==> config.mk <==
export PLATFORM = sky130hd
export DESIGN_NAME = serial_adder_flat
export DESIGN_NICKNAME = d
export VERILOG_FILES = /design/src/rtl/adder_pkg.sv /design/src/rtl/serial_adder_if.sv /design/src/rtl/full_adder.sv /design/src/rtl/serial_adder.sv /design/src/flat_wrapper.sv
export SDC_FILE = /design/constraint.sdc
export NUM_CORES = 1
export LEC_CHECK = 0
export CAP_MARGIN = 20
export CELL_PAD_IN_SITES_DETAIL_PLACEMENT = 1
export CELL_PAD_IN_SITES_GLOBAL_PLACEMENT = 1
export CORE_ASPECT_RATIO = 0.9
export CORE_MARGIN = 2
export CORE_UTILIZATION = 30
export CTS_CLUSTER_SIZE = 16
export DETAILED_ROUTE_END_ITERATION = 16
export PLACE_DENSITY = 0.76
export SYNTH_ARGS = -nofsm -noshare
export SYNTH_HDL_FRONTEND = slang
export SYNTH_SLANG_ARGS = --single-unit
==> constraint.sdc <==
create_clock -name clk -period 1.34 [get_ports clk]
set_input_delay 0.335 -clock clk [delete_from_list [all_inputs] [get_ports clk]]
set_output_delay 0.335 -clock clk [all_outputs]
set_load 0.1 [all_outputs]
==> src/rtl/adder_pkg.sv <==
// Shared definitions for the bit-serial adder: FSM encoding and default width.
package adder_pkg;

  typedef enum logic [1:0] {
    IDLE = 2'd0,
    RUN  = 2'd1,
    DONE = 2'd2
  } state_t;

  localparam int ADD_WIDTH = 8;

endpackage

==> src/rtl/serial_adder_if.sv <==
// Start/ready/done bundle between a datapath controller (master) and the serial adder (slave).
interface serial_adder_if #(
  parameter int WIDTH = 8
);
  // Handshake: an operation is accepted on a rising edge where start=1 and ready=1;
  // a/b/cin are captured on that edge only. done pulses for one cycle when sum/cout/ovf
  // are valid, and those results hold until the next accepted start.
  logic             start;
  logic [WIDTH-1:0] a;
  logic [WIDTH-1:0] b;
  logic             cin;
  logic             ready;
  logic             busy;
  logic             done;
  logic [WIDTH-1:0] sum;
  logic             cout;
  logic             ovf;

  modport master (
    output start, a, b, cin,
    input  ready, busy, done, sum, cout, ovf
  );

  modport slave (
    input  start, a, b, cin,
    output ready, busy, done, sum, cout, ovf
  );
endinterface

==> src/rtl/full_adder.sv <==
// Combinational one-bit full-adder cell.
module full_adder (
  input  logic a,
  input  logic b,
  input  logic cin,
  output logic s,
  output logic cout
);

  assign s    = a ^ b ^ cin;
  assign cout = (a & b) | (cin & (a ^ b));

endmodule

==> src/rtl/serial_adder.sv <==
// Bit-serial LSB-first adder: one full-adder cell, registered carry, operand and result shift registers.
module serial_adder
  import adder_pkg::*;
#(
  parameter int WIDTH = ADD_WIDTH
) (
  input  logic   clk,
  input  logic   rst_n,
  serial_adder_if.slave bus,
  output state_t fsm_state
);

  localparam int CW = (WIDTH > 1) ? $clog2(WIDTH) : 1;

  state_t           state;
  logic [WIDTH-1:0] sh_a;
  logic [WIDTH-1:0] sh_b;
  logic [WIDTH-1:0] sum_r;
  logic [WIDTH-1:0] sum_next;
  logic             carry;
  logic [CW-1:0]    cnt;
  logic             done_r;
  logic             cout_r;
  logic             ovf_r;
  logic             fa_s;
  logic             fa_co;
  logic             last_bit;
  logic             c_msb_in;

  full_adder u_fa (
    .a    (sh_a[0]),
    .b    (sh_b[0]),
    .cin  (carry),
    .s    (fa_s),
    .cout (fa_co)
  );

  // New sum bits enter at the MSB so the LSB-first stream lands in place after WIDTH shifts.
  generate
    if (WIDTH == 1) begin : g_sum_one
      assign sum_next = fa_s;
    end else begin : g_sum_wide
      assign sum_next = {fa_s, sum_r[WIDTH-1:1]};
    end
  endgenerate

  assign last_bit = (cnt == CW'(WIDTH - 1));
  // On the last bit the carry register holds the carry into the MSB.
  assign c_msb_in = carry;

  always_ff @(posedge clk or negedge rst_n) begin
    if (!rst_n) begin
      state  <= IDLE;
      sh_a   <= '0;
      sh_b   <= '0;
      sum_r  <= '0;
      carry  <= 1'b0;
      cnt    <= '0;
      done_r <= 1'b0;
      cout_r <= 1'b0;
      ovf_r  <= 1'b0;
    end else begin
      case (state)
        IDLE: begin
          done_r <= 1'b0;
          if (bus.start) begin
            sh_a  <= bus.a;
            sh_b  <= bus.b;
            carry <= bus.cin;
            cnt   <= '0;
            sum_r <= '0;
            state <= RUN;
          end
        end
        RUN: begin
          sum_r <= sum_next;
          carry <= fa_co;
          sh_a  <= sh_a >> 1;
          sh_b  <= sh_b >> 1;
          cnt   <= cnt + CW'(1);
          if (last_bit) begin
            cout_r <= fa_co;
            ovf_r  <= c_msb_in ^ fa_co;
            done_r <= 1'b1;
            state  <= DONE;
          end
        end
        DONE: begin
          done_r <= 1'b0;
          state  <= IDLE;
        end
        default: begin
          done_r <= 1'b0;
          state  <= IDLE;
        end
      endcase
    end
  end

  assign bus.ready = (state == IDLE);
  assign bus.busy  = (state == RUN);
  assign bus.done  = done_r;
  assign bus.sum   = sum_r;
  assign bus.cout  = cout_r;
  assign bus.ovf   = ovf_r;
  assign fsm_state = state;

endmodule

==> src/flat_wrapper.sv <==
// flat-port wrapper written by rule: the top's interface ports become plain ports
module serial_adder_flat import adder_pkg::*;
#(
  parameter int WIDTH = ADD_WIDTH
)
  (clk, rst_n, fsm_state, bus_start, bus_a, bus_b, bus_cin, bus_ready, bus_busy, bus_done, bus_sum, bus_cout, bus_ovf);
  serial_adder_if #(.WIDTH(WIDTH)) bus_i ();
  input  logic clk;
  input  logic rst_n;
  output state_t fsm_state;
  input wire logic [$bits(bus_i.start)-1:0] bus_start;
  input wire logic [$bits(bus_i.a)-1:0] bus_a;
  input wire logic [$bits(bus_i.b)-1:0] bus_b;
  input wire logic [$bits(bus_i.cin)-1:0] bus_cin;
  output wire logic [$bits(bus_i.ready)-1:0] bus_ready;
  output wire logic [$bits(bus_i.busy)-1:0] bus_busy;
  output wire logic [$bits(bus_i.done)-1:0] bus_done;
  output wire logic [$bits(bus_i.sum)-1:0] bus_sum;
  output wire logic [$bits(bus_i.cout)-1:0] bus_cout;
  output wire logic [$bits(bus_i.ovf)-1:0] bus_ovf;
  assign bus_i.start = bus_start;
  assign bus_i.a = bus_a;
  assign bus_i.b = bus_b;
  assign bus_i.cin = bus_cin;
  assign bus_ready = bus_i.ready;
  assign bus_busy = bus_i.busy;
  assign bus_done = bus_i.done;
  assign bus_sum = bus_i.sum;
  assign bus_cout = bus_i.cout;
  assign bus_ovf = bus_i.ovf;
  serial_adder #(.WIDTH(WIDTH)) u_core (.clk(clk), .rst_n(rst_n), .bus(bus_i), .fsm_state(fsm_state));
endmodule
; Yosys cells after proc, flatten, opt, wreduce, memory -nomap -nowiden
; Cells that the tools add are included.
[word_totals]
input_bits = 20
wordCells = 40
regBits = 33
[op_classes]
addsub = 1
n_bitwise = 6
n_mux = 15
eq_ne = 4
reduce_logical = 5
[ops]
columns = op, count
row1 = $pmux 8 s2, 3
row2 = $mux 8, 3
row3 = $pmux 3 s2, 1
row4 = $reduce_and 2->1, 3
row5 = $mux 2, 2
row6 = $pmux 2 s2, 1
row7 = $add 3x1->3 const B, 1
row8 = $eq 3x3->1 const B, 1
row9 = $mux 1, 3
row10 = $mux 3, 1
row11 = $xor 1x1->1, 3
row12 = $and 1x1->1, 2
row13 = $eq 2x1->1 const B, 1
row14 = $logic_not 2->1, 1
row15 = $ne 2x1->1 const B, 1
row16 = $ne 2x2->1 const B, 1
row17 = $pmux 1 s2, 1
row18 = $reduce_bool 2->1, 1
row19 = $or 1x1->1, 1

; Logic depth before layout (Yosys ltp)
; Gate-level depths: netlist (run 1).
[depth]
word_depth = 4
mapped_depth = 5
depth_no_buf = 5

; By module
; Synthesis (run 1) repeated with hierarchy kept, for this count alone.
[unflattened]
cells_unflattened = 128
hier_area_um2 = 1428.9
[by_module_without_submodules]
columns = mod, cells_per_inst, area_per_inst_um2, seq_area_each_um2, instances
row1 = serial_adder, 127, 1408.9, 825.8, 1
row2 = full_adder, 1, 20.0, 0.0, 1

; Worst setup path before layout (run 1)
; OpenSTA, ideal clock, no wires.
[synth_timing]
path_type = flip-flop to flip-flop
from = register u_core.state[0], in the netlist u_core.fsm_state[0]
to = register u_core.sh_a[7]
t_arrival_ns = 2.683
path_slack_ns = -1.415
required_ns = 1.267
path_stages_with_launch = 4
path_buffers = 1
path_cell_list = dfrtp_1 > buf_2 > nor2_1 > a32o_1
[synth_between]
elab_chain_len = 3
[synth_lines]
columns = item, line_no
row1 = start: declaration, serial_adder.sv:15  ; state_t state;
row2 = start signal: assignment, serial_adder.sv:53  ; state <= IDLE;
row3 = start signal: assignment, serial_adder.sv:72  ; state <= RUN;
row4 = start signal: assignment, serial_adder.sv:85  ; state <= DONE;
row5 = $logic_not 2->1 (*), --
row6 = named net bus_ready, flat_wrapper.sv:15  ; output wire logic [$bits(bus_i.ready)-1:0] bus_ready;
row7 = $ne 2x2->1 (no line) or $reduce_bool 2->1 (tied branches), --
row8 = $reduce_and 2->1 (no line), --
row9 = end signal: assignment, serial_adder.sv:67  ; sh_a <= bus.a;
row10 = end signal: assignment, serial_adder.sv:78  ; sh_a <= sh_a >> 1;
row11 = end: declaration, serial_adder.sv:16  ; logic [WIDTH-1:0] sh_a;
; The timed path passes the listed nets; every way through them passes the cells marked *.
; A chain may end at the register's enable or synchronous reset.

; Final worst setup path (run 1)
[layout_timing]
from = register u_core.state[1], in the netlist u_core.fsm_state[1]
to = output bus_busy
[layout_between]
elab_chain_len = 1
[layout_lines]
columns = item, line_no
row1 = $eq 2x1->1, serial_adder.sv:101  ; assign bus.busy = (state == RUN);
row2 = end: declaration, flat_wrapper.sv:16  ; output wire logic [$bits(bus_i.busy)-1:0] bus_busy;
; No other way between the ends.

==> results of run 1 <==
-- state kept, by name, summed over array words and instances (netlist names) --
signal,count
u_core.fsm_state,2
u_core.sh_a,8
u_core.sh_b,8
u_core.c_msb_in,1
u_core.bus.ovf,1
u_core.bus.done,1
u_core.cnt,3
u_core.bus.sum,8
u_core.bus.cout,1
-- critical path, delay by kind of cell, from the launching register on --
kind / cells / cell delay (ns)
buffers and inverters: 2 / 0.22
and+or+nand+nor: 1 / 0.17
DFF: 1 / 0.52
-- metrics by stage --
stage	instances	setup WS, ns
floorplan	128	-0.281
global placement	225	-0.266
detailed placement	225	-0.351
CTS	238	-0.203
global route	244	-0.238
finish	244	-0.209
-- cell type report --
type	instances	area, um^2	share of cell area [%]
Clock buffer	7	96.3	4.04
Clock inverter	1	5.00	0.210
Inverter	7	36.3	1.52
Multi-Input combinational cell	79	647	27.1
Sequential cell	33	833	34.9
Tap cell	62	77.6	3.25
Timing Repair Buffer	55	691	28.9
-- worst min-delay path by stage --
stage | cells past startpoint | start | end | slack [ns]
6_report | 2 | rst_n | u_core.fsm_state[1]$_DFFE_PN0P_ | 0.42
5_1_grt | 2 | rst_n | u_core.fsm_state[1]$_DFFE_PN0P_ | 0.41
4_1_cts | 2 | rst_n | u_core.bus.cout$_DFFE_PN0P_ | 0.42
3_5_place_dp | 1 | u_core.sh_b[7]$_DFFE_PN0P_ | u_core.sh_b[7]$_DFFE_PN0P_ | 0.50
3_3_place_gp | 1 | u_core.cnt[0]$_DFFE_PN0P_ | u_core.cnt[0]$_DFFE_PN0P_ | 0.48
2_1_floorplan | 0 | rst_n | u_core.bus.cout$_DFFE_PN0P_ | 0.04
-- power breakdown --
group	switching (mW)	internal [mW]	total, mW
sequential	0.464	1.46	1.92
clock	0.376	0.464	0.840
combinational	2.42	1.76	4.18
total	3.26	3.68	6.94
-- kinds of logic after synthesis --
family	after synthesis
AND/OR/NAND/NOR	20
adder cells (fa/ha/maj)	3
XOR/XNOR	1
AO/OA/AOI/OAI	55
flip-flops	33
buffers and inverters	16
-- cells in the mapped netlist --
cell,instances
dfrtp_1,33
buf_6,1
nand3b_1,1
buf_4,3
inv_1,6
ha_1,2
nand2b_1,3
nor2_1,12
a22o_1,9
nand2_1,4
a221oi_2,1
a32o_1,3
xor2_1,1
o21ba_2,1
fa_1,1
a21oi_1,15
o21ai_1,1
o21ai_0,3
o21bai_2,1
inv_2,1
o22ai_1,21
buf_2,5
-- repair_timing --
action / CTS / global route
gates resized for setup: 8 / 26
hold endpoints to repair: 0 / 0
setup buffers: 5 / 7
pin swaps: 1 / 9
setup endpoints to repair: 16 / 32
gates cloned: 0 / 1
-- routing by layer --
metal | part of all wire (%) | track usage, % | vias up
met5 | 0 | 0 | -
met4 | 1.7 | 8.28 | 0
met3 | 3.2 | 4.17 | 7
met2 | 53 | 28.3 | 35
met1 | 42 | 18.7 | 650
li1 | - | - | 579
==> flow_summary.ini, run 1 <==
[outcome]
outcome = complete, but fails checks
violations = setup timing

[yosys]
synth_xor_area_share_pct = 0.616
synth_mux_area_share_pct = 0
synthCells = 128
synth_compound_area_share_pct = 26.1
synth_area_um2 = 1420
synth_top_family_by_area = compound AO/OA/AOI/OAI gates
synth_area_leaders = dfrtp_1 (58%), o22ai_1 (9.2%), a22o_1 (5.5%)
yosys.area_share.simple_pct = 6.07
ys_ff_latch = 33
ys_warn_count = 0
ys_seq_area_share_pct = 58.0
synth_top_area_share_pct = 58.0
synthAdderAreaFrac_pct = 3.17
yosysTopAreaCell = dfrtp_1
yosys.cell_types.count = 22
syn_nets = 151
avgSynthCellArea_um2 = 11.1

[pwr]
power_density_nw_per_um2 = 2910
total_power_mw = 6.94
leakagePower_nw = 1.04
ir_drop_uv = 1150

[routing]
first_pass_iters = 4
ant_nets = 0
avgRoutedWirePerCell_um = 17.8
num_vias = 1271
drt-initial-drc-count = 45
finalWirelength_um = 4350
route.detailed.drc = 0
viasPerCell = 5.21

[clock_network]
clk_pin_slew_worst_paths_ns = 0.07
clockRootBuffer = clkbuf_8
cts_buffers = 5
numClockSinks = 33
insertion_delay_ns = 0.29
htreeDepth = 2
cts_tree = yes
postCtsHoldBufs = 0
clockBufferDepth = 2

[setup_path]
worstPathMaxFanout = 4
rr_endpoint = u_core.cnt[2]$_DFFE_PN0P_
r2r-start = u_core.fsm_state[1]$_DFFE_PN0P_
end_kind = output port
crit_arrival_ns = 1.21
criticalPathCategory = flop to output port
crit_end = bus_busy
crit_path_cell_trace = nand2b_4 -> inv_4 -> buf_12
startpoint_type = flop
required_ns = 1.00
startpoint = u_core.fsm_state[1]$_DFFE_PN0P_
reg2reg_slack_ns = -0.13
rr_worst_depth = 5
crit_path_top_delay_cell = dfrtp_4
slowest_delay_ns = 0.52

[global_routing]
grt_pass1_vias = 1366
grt_pass1_wl_um = 6750
grt_antenna_before_repair = 0
overflow = 0
grt_use_total_pct = 16.3
grt_max_degree = 34

[worst_hold_path]
hp-class = input pin to async pin

[place]
port_buffers = 34
placed_area_um2 = 2030
dp_hpwl_um = 2690
gp_congestion = 0.804

[sta]
fin_crit_ns = 1.55
fin_crit_sh_pct = 116
tns_ns = -1.94
hold_viol_final = 0
drv_slew = 0
fmax_mhz = 645
fin_ws_ns = -0.209
rsz0062_at_grt = true
holdWs_ns = 0.420
slew-limit-headroom_pct = 65.4
finalSetupViolCount = 18
skew_ns = 0.00342
tightest_slew_ns = 0.519

[finish]
nets = 204
utilization_pct = 52.8
area_delta_synth_final_pct = 67.7
drive_above_1_share_pct = 39.6
layout_commonest_cell = dfrtp_1
final_cell_area_um2 = 2390
fillers = 487
mostFrequentLayoutCells = dfrtp_1 (31), clkdlybuf4s50_1 (18), buf_12 (17)
diodes = 0

[floorplanning]
die_height_um = 69.3
initial_core_util_pct = 31.5
dieArea_um2 = 5310
fp-row-count = 23
dieWidth_um = 76.6
coreArea_um2 = 4520
io_pins = 35

[job]
maxCapViolations = 0
(Power assumes the default switching activity.)
==> inputs of run 2 (changes only) <==
--- a/config.mk
+++ b/config.mk
@@ -6,14 +6,14 @@
 export NUM_CORES = 1
 export LEC_CHECK = 0
 export CAP_MARGIN = 20
-export CELL_PAD_IN_SITES_DETAIL_PLACEMENT = 1
-export CELL_PAD_IN_SITES_GLOBAL_PLACEMENT = 1
+export CELL_PAD_IN_SITES_DETAIL_PLACEMENT = 0
+export CELL_PAD_IN_SITES_GLOBAL_PLACEMENT = 2
 export CORE_ASPECT_RATIO = 0.9
 export CORE_MARGIN = 2
-export CORE_UTILIZATION = 30
+export CORE_UTILIZATION = 27
 export CTS_CLUSTER_SIZE = 16
 export DETAILED_ROUTE_END_ITERATION = 16
-export PLACE_DENSITY = 0.76
+export PLACE_DENSITY_LB_ADDON = 0.12
 export SYNTH_ARGS = -nofsm -noshare
 export SYNTH_HDL_FRONTEND = slang
 export SYNTH_SLANG_ARGS = --single-unit
==> constraint.sdc (replaced) <==
create_clock -name clk -period 1.3 [get_ports clk]
set_input_delay 0.325 -clock clk [delete_from_list [all_inputs] [get_ports clk]]
set_output_delay 0.325 -clock clk [all_outputs]
set_load 0.1 [all_outputs]
==> flow_summary.ini, run 2 (synthesis gave the netlist of run 1 again) <==
[global_routing]
grt_pass1_wl_um = 6310
grt_pass1_vias = 1248
overflow = 0
grt_antenna_before_repair = 0
grt_use_total_pct = 14.3
grt_max_degree = 34

[pwr]
seq_power_share_pct = 28.1
p_comb_share_pct = 60.9
leakagePower_nw = 1.03
power.share.clock_pct = 10.9
ir_drop_uv = 1390
p_sw_mw = 3.25
power_density_nw_per_um2 = 2910
switching_share_pct = 47.0
power.internal_mw = 3.66

[clock_network]
htreeDepth = 2
clk_pin_slew_worst_paths_ns = 0.07
numClockSinks = 33
clockBufferDepth = 2
postCtsHoldBufs = 0
cts_buffers = 5
insertion_delay_ns = 0.29
cts_tree = yes
clockRootBuffer = clkbuf_8

[finish]
diodes = 0
drive_above_1_share_pct = 38.8
multiInputGateArea_um2 = 652
nets = 205
mostFrequentLayoutCells = dfrtp_1 (31), clkdlybuf4s50_1 (19), buf_12 (17)
layout_commonest_cell = dfrtp_1
fillers = 502
regArea_um2 = 833
stdcell_count = 250
final_cell_area_um2 = 2370
area_delta_synth_final_pct = 66.9

[outcome]
violations = setup timing
outcome = complete, but fails checks

[sta]
fin_crit_ns = 1.51
finalSetupViolCount = 7
fin_ws_ns = -0.209
tightest_slew_ns = 0.245
fin_crit_sh_pct = 116
drv_slew = 0
slew-limit-headroom_pct = 83.6
fmax_mhz = 663
skew_ns = 0.00598
hold_viol_final = 0
holdWs_ns = 0.407
rsz0062_at_grt = true

[worst_hold_path]
hp-class = input pin to async pin

[routing]
num_vias = 1231
ant_nets = 0
finalWirelength_um = 3790
route.detailed.drc = 0
viasPerCell = 4.92
drt-initial-drc-count = 48
first_pass_iters = 4
avgRoutedWirePerCell_um = 15.1

[floorplanning]
die_height_um = 72.9
io_pins = 35
dieArea_um2 = 5870
initial_core_util_pct = 27.6
dieWidth_um = 80.5
coreArea_um2 = 5160
fp-row-count = 25

[place]
place_inst = 234
port_buffers = 34
pre_cts_ws_ns = -0.375
gp_congestion = 0.683
placed_area_um2 = 2080
dp_hpwl_um = 2470

[setup_path]
criticalPathCategory = flop to output port
required_ns = 0.98
r2r-start = u_core.fsm_state[1]$_DFFE_PN0P_
reg2reg_slack_ns = -0.03
end_kind = output port
startpoint_type = flop
rr_endpoint = u_core.sh_a[7]$_DFFE_PN0P_
crit_arrival_ns = 1.18
rr_worst_depth = 4
worstPathMaxFanout = 4
startpoint = u_core.fsm_state[1]$_DFFE_PN0P_

[job]
maxCapViolations = 0
## run 2: changes by cell type in the layout (fill, tap and decap cells not counted), sizes merged
cell / before / now
clkbuf: 7 / 5
clkdlybuf4s50: 18 / 19
clkinv: 1 / 2
dlygate4sd2: 1 / 0
inv: 5 / 6
o21bai: 1 / 2
## run 2: per-layer routing
layer	GRT usage, %	part of all wire [%]
met1	20.2	48
met2	20.1	44
met3	4.33	6.7
met4	6.21	1.7
met5	0	0
## run 2: worst max path at each step
stage,end,slack [ns],cells after the start
after floorplan,bus_ready,-0.31,2
after global placement,u_core.bus.sum[5]$_DFFE_PN0P_,-0.33,4
after detailed placement,u_core.cnt[1]$_DFFE_PN0P_,-0.38,4
after CTS,bus_busy,-0.22,3
after global routing,bus_busy,-0.26,3
final,bus_busy,-0.21,3
## run 2: repair_timing
action | in CTS | in global routing
pin swaps | 2 | 8
setup endpoints to repair | 19 | 33
setup buffers | 6 | 2
endpoints found under the hold margin | 0 | 0
cloned | 1 | 0
resized for setup | 10 | 19
## run 2: critical path: stages (launching register included)
cell and delay (ns):
dfrtp_4 0.51, nand2b_4 0.16, inv_4 0.06, buf_12 0.16
## run 2: stage by stage
stage                     util (%)  setup TNS [ns]  power (mW)
after CTS                     44.0           -1.19        6.77
after global placement        40.4           -7.94        5.72
after floorplan                  -           -3.30        4.40
final                         46.0          -0.719        6.91
after global routing          46.0           -1.78        7.31
after detailed placement      40.4           -8.29        5.79
## run 2: power by group through the flow
stage	combinational [mW]	clock [mW]	sequential (mW)
6_report	4.21	0.754	1.94
5_1_grt	4.46	0.844	2.01
4_1_cts	4.06	0.781	1.93
3_5_place_dp	3.84	0	1.95
3_3_place_gp	3.78	0	1.94
2_1_floorplan	1.42	0	2.98
## run 2: cell type report
| class | instances | share of cell area (%) |
|---|---|---|
| Clock buffer | 5 | 2.90 |
| Timing Repair Buffer | 55 | 28.8 |
| Multi-Input combinational cell | 80 | 27.4 |
| Inverter | 7 | 1.48 |
| Tap cell | 67 | 3.53 |
| Sequential cell | 33 | 35.1 |
| Clock inverter | 3 | 0.738 |
